### config.mk
export PLATFORM = sky130hd
export DESIGN_NAME = mem_stage_dcache
export DESIGN_NICKNAME = d
export VERILOG_FILES = /design/src/rtl/mem_stage_dcache.sv
export SDC_FILE = /design/constraint.sdc
export NUM_CORES = 2
export LEC_CHECK = 0
export CORE_MARGIN = 2
export CORE_UTILIZATION = 40
export CTS_CLUSTER_DIAMETER = 120
export DETAILED_ROUTE_END_ITERATION = 10
export DONT_BUFFER_PORTS = 1
export PLACE_DENSITY = 0.57
export SLEW_MARGIN = 40
export SYNTH_ARGS = -nofsm -noshare
export SYNTH_HDL_FRONTEND = slang
export SYNTH_SLANG_ARGS = --single-unit
### constraint.sdc
create_clock -name clk -period 5.4 [get_ports clk]
set_clock_uncertainty 0.2 [all_clocks]
set_input_delay 1.08 -clock clk [delete_from_list [all_inputs] [get_ports clk]]
set_output_delay 1.08 -clock clk [all_outputs]
set_load 0.005 [all_outputs]
### src/rtl/mem_stage_dcache.sv
// Direct-mapped, write-through, no-write-allocate data cache for the MEM stage.
// Line refills and write-throughs use a one-word-per-ack request/acknowledge handshake to main memory.
module mem_stage_dcache #(
  parameter int LINES = 16,
  parameter int WORDS = 4
) (
  input  logic        clk,
  input  logic        rst_n,
  input  logic        memRead,
  input  logic        memWrite,
  input  logic [31:0] address,
  input  logic [31:0] writeData,
  output logic        hit,
  output logic [31:0] readData,
  output logic        stall,
  output logic        memReq,
  output logic        memWe,
  output logic [31:0] memAddr,
  output logic [31:0] memWdata,
  input  logic [31:0] memRdata,
  input  logic        memAck
);

  localparam int OFF_W = $clog2(WORDS);
  localparam int IDX_W = $clog2(LINES);
  localparam int TAG_W = 32 - IDX_W - OFF_W - 2;
  localparam logic [OFF_W-1:0] LAST_WORD = OFF_W'(WORDS - 1);

  typedef enum logic [1:0] {IDLE, REFILL, WRITE} cacheState_e;

  cacheState_e state, stateNext;

  logic [31:0]      dataArr [LINES][WORDS];
  logic [TAG_W-1:0] tagArr  [LINES];
  logic [LINES-1:0] valid;

  logic [TAG_W-1:0] reqTag, latchTag;
  logic [IDX_W-1:0] reqIdx, latchIdx;
  logic [OFF_W-1:0] reqOff, latchOff;
  logic [OFF_W-1:0] counter, nextCount;
  logic             lookupHit;
  logic             unusedByteOff;

  assign reqTag        = address[31 -: TAG_W];
  assign reqIdx        = address[2 + OFF_W +: IDX_W];
  assign reqOff        = address[2 +: OFF_W];
  assign unusedByteOff = ^address[1:0];
  assign nextCount     = counter + 1'b1;
  assign lookupHit     = valid[reqIdx] && (tagArr[reqIdx] == reqTag);
  assign stall         = (memRead | memWrite) & ~hit;

  always_ff @(posedge clk or negedge rst_n) begin
    if (!rst_n) state <= IDLE;
    else        state <= stateNext;
  end

  // A store always wins over a load; hits are reported combinationally in IDLE.
  always_comb begin
    stateNext = state;
    hit       = 1'b0;
    readData  = 32'h0;
    case (state)
      IDLE: begin
        if (memWrite) begin
          stateNext = WRITE;
        end else if (memRead) begin
          if (lookupHit) begin
            hit      = 1'b1;
            readData = dataArr[reqIdx][reqOff];
          end else begin
            stateNext = REFILL;
          end
        end
      end
      REFILL: if (memAck && counter == LAST_WORD) stateNext = IDLE;
      WRITE: begin
        if (memAck) begin
          hit       = 1'b1;
          stateNext = IDLE;
        end
      end
      default: stateNext = IDLE;
    endcase
  end

  // Registered memory-side handshake, latched request fields and valid bits.
  always_ff @(posedge clk or negedge rst_n) begin
    if (!rst_n) begin
      valid    <= '0;
      counter  <= '0;
      latchTag <= '0;
      latchIdx <= '0;
      latchOff <= '0;
      memReq   <= 1'b0;
      memWe    <= 1'b0;
      memAddr  <= 32'h0;
      memWdata <= 32'h0;
    end else begin
      case (state)
        IDLE: begin
          if (memWrite) begin
            latchTag <= reqTag;
            latchIdx <= reqIdx;
            latchOff <= reqOff;
            memReq   <= 1'b1;
            memWe    <= 1'b1;
            memAddr  <= {address[31:2], 2'b00};
            memWdata <= writeData;
          end else if (memRead && !lookupHit) begin
            valid[reqIdx] <= 1'b0;
            latchTag      <= reqTag;
            latchIdx      <= reqIdx;
            counter       <= '0;
            memReq        <= 1'b1;
            memWe         <= 1'b0;
            memAddr       <= {reqTag, reqIdx, {OFF_W{1'b0}}, 2'b00};
          end
        end
        REFILL: begin
          if (memAck) begin
            counter <= nextCount;
            if (counter == LAST_WORD) begin
              valid[latchIdx] <= 1'b1;
              memReq          <= 1'b0;
            end else begin
              memAddr <= {latchTag, latchIdx, nextCount, 2'b00};
            end
          end
        end
        WRITE: begin
          if (memAck) begin
            memReq <= 1'b0;
            memWe  <= 1'b0;
          end
        end
        default: ;
      endcase
    end
  end

  // Data and tag arrays carry no reset; the valid bits alone decide residency.
  always_ff @(posedge clk) begin
    if (state == REFILL && memAck) begin
      dataArr[latchIdx][counter] <= memRdata;
      if (counter == LAST_WORD) tagArr[latchIdx] <= latchTag;
    end else if (state == WRITE && memAck && valid[latchIdx] &&
                 tagArr[latchIdx] == latchTag) begin
      dataArr[latchIdx][latchOff] <= memWdata;
    end
  end

endmodule

==> flow_metrics.tcl <==
set metrics [dict create \
    outcome "finished, violations left" \
    violations "negative setup slack" \
    initial_core_util 0.402 \
    avgSynthCellArea_um2 22.7 \
    syn_area_mm2 0.103 \
    antenna_found_initial 9 \
    synth_top_flop_cell "edfxtp_1" \
    yosysWarnings 0 \
    critical_path.cell_chain "nor2_1, buf_4, a22oi_1, nand3_1, nand2_2, xor2_1, or4_4, nor4_4, buf_4, nand3_4, buf_12, buf_12, nor2b_4, buf_4" \
    drc 0 \
    clockBufferDepth 4 \
    synthCells 4561 \
    ys_types 71 \
    fin_crit_ns 5.57 \
    track_usage 0.226 \
    yosys.area_share.simple 0.0131 \
    synthAdderAreaFrac 0.000969 \
    crit_fanout 93 \
    dp.cells 7983 \
    ant_nets 0 \
    final_util 0.473 \
    synth.area.mux_share 0.223 \
    hold_class "in -> reg" \
    wl_per_cell_um 35.1 \
    ys_ff_latch 2546 \
    synth_xor_area_frac 0.00407 \
    drive_gt1_frac 0.382 \
    fin_crit_sh 1.03 \
    fmax_mhz 179 \
    finalPower_uw 48200 \
    worstSetupPathType "in -> out" \
    cp.arrival_ns 4.29 \
    ios 201 \
    cpPeakStageDelay_ns 0.66 \
    netlist.top_cell.by_area "edfxtp_1" \
    critical_path.slowest_cell "nor2_1" \
    finalWirelength_um 299000 \
    yosys.area.top_type_share 0.707 \
    drt-pass1-iter-count 5 \
    cts-root-buf "clkbuf_16" \
    synth_common_cells "2432 x edfxtp_1, 849 x mux4_2, 235 x mux2_2" \
    place_congestion 0.809 \
    dieArea_mm2 0.262 \
    cts_made_buffers 289 \
    synth_edf_count 2432 \
    worstMarginPinSlew_ns 0.872 \
    p_per_area_mw_per_mm2 396 \
    grt_pass1_vias 52300 \
    die_h_um 512 \
    rsz0062_at_grt "true" \
    vias 51500 \
    p_leak_uw 0.0386 \
    worst_slack_ns -0.173 \
    grt_pass1_wl_um 413000 \
    synth_top_family_by_area "multiplexers" \
    cap_violations 0 \
    cp_common_cell "buf_4" \
    htree_levels 5 \
    port_buffers 0 \
    setup_viol 32 \
    hpwl_um 169000 \
    grt_max_degree 153 \
    synthTopCellsByArea "edfxtp_1 71%, mux4_2 19%, dfrtp_1 2.8%" \
    grt-ovfl-total 0 \
    ys_seq_area_frac 0.735 \
    core_mm2 0.257 \
    synth.most_common_cell "edfxtp_1" \
    drtIter0Drc 6221 \
    timing.slew.headroom 0.414 \
    layout.nets 5046 \
    rows 186 \
    synth_compound_area_frac 0.0125 \
    peakVddDrop_mv 0.390 \
    final_cells 8537 \
    cp-end-kind "output pin" \
    area_growth_pct 17.7 \
    cp.required_ns 4.12 \
    drv_slew 0 \
    tritoncts "yes" \
    critPathLaunchType "input port" \
    clk_latency_ns 0.95 \
    synth-async-reset-ratio 0.0448 \
    clk_pin_slew_ns 0.06 \
    vias_per_cell 6.03 \
    finalHoldViolCount 0 \
    clkSinkCount 2546 \
    die_x_um 512 \
]
power breakdown:
part	total, uW	leakage [uW]	internal [uW]	switching (uW)
Clock	18700	0.00433	11100	7650
Sequential	23800	0.0232	22600	1210
Combinational	5670	0.0110	2770	2900
state kept, by name, summed over array words and instances (netlist names), 4 cells and up:
register	cells
dataArr	2048
memWdata	32
latchIdx	4
valid	16
tagArr	384
latchTag	24
memAddr	30
worst max-delay path: cells and delay by family:
| family | cells | cell delay, ns |
|---|---|---|
| xor+xnor | 1 | 0.18 |
| simple gates | 7 | 1.99 |
| buf+inv | 5 | 0.85 |
| compound gates | 1 | 0.08 |
per-layer routing:
layer  part of all wire  wire length, um  track usage
met1               0.39           118000        0.302
met2               0.50           148000        0.376
met3              0.076            22700       0.0418
met4              0.035            10400       0.0724
met5                  0                0            0
cells by family after synthesis:
group | count (synthesis)
AO/OA/AOI/OAI | 173
XOR/XNOR | 48
adder cells (fa/ha/maj) | 8
buffers and inverters | 296
flip-flops | 2546
multiplexers | 1205
other | 1
AND/OR/NAND/NOR | 284
final cells by class:
type / instances / area, um2
Antenna cell: 16 / 40.0
Clock buffer: 366 / 7780
Clock inverter: 125 / 1130
Fill cell: 20900 / 135000
Inverter: 25 / 101
Multi-Input combinational cell: 1720 / 27100
Sequential cell: 2546 / 75900
Tap cell: 3384 / 4230
Timing Repair Buffer: 355 / 5330
stage by stage:
step	TNS, ns	setup slack [ns]	instance area [um2]	hold WS (ns)
after CTS	-2.00	-0.0964	121000	0.00211
after global placement	-27.29	-1.02	111000	0.327
final	-4.43	-0.173	122000	0.0616
after floorplan	-0.0268	-0.000869	104000	0.293
after global routing	-6.18	-0.215	122000	0.0259
after detailed placement	-58.36	-1.53	111000	0.326
cell usage in the layout (no fill, tap or decap), drive strengths merged, types with 8 or more instances in the layout:
| cell | Yosys | routed |
|---|---|---|
| a211oi | 16 | 16 |
| clkinvlp | 0 | 11 |
| clkbuf | 157 | 367 |
| a2bb2oi | 15 | 15 |
| nand2 | 67 | 67 |
| o21ai | 27 | 27 |
| edfxtp | 2432 | 2432 |
| mux4 | 849 | 849 |
| clkinv | 0 | 87 |
| diode | 0 | 16 |
| bufbuf | 0 | 23 |
| xor2 | 23 | 23 |
| bufinv | 0 | 20 |
| xnor2 | 25 | 25 |
| a22oi | 29 | 29 |
| inv | 25 | 32 |
| a31oi | 10 | 10 |
| dfrtp | 114 | 114 |
| ha | 8 | 8 |
| nor2 | 104 | 104 |
| a21oi | 8 | 8 |
| nand3 | 22 | 22 |
| mux2i | 100 | 100 |
| mux2 | 256 | 256 |
| buf | 114 | 330 |
| o22ai | 16 | 16 |
| nand4 | 10 | 10 |
| nor2b | 47 | 47 |
final timing paths:
kind | cells after the start | to | slack (ns) | from
worst max-delay path | 14 | readData[22] | -0.17 | address[7]
worst min-delay path | 1 | latchTag[5] | 0.06 | address[13]
worst max register to register | 13 | dataArr[10][34] | 0.33 | latchIdx[0]
worst min register to register | 1 | memAddr[19] | 0.34 | memAddr[19]
max in group asynchronous | 3 | memWdata[6] | 3.56 | rst_n
min in group asynchronous | 2 | memAddr[31] | 0.55 | rst_n
what timing repair did:
item / CTS / global route
pin swaps: 6 / 5
hold buffers: 2 / 0
endpoints found under the hold margin: 114 / 0
cloned: 27 / 1
setup endpoints to repair: 34 / 34
setup buffers: 6 / 10
resized for setup: 40 / 21
Power figures use the tool's default switching activity.
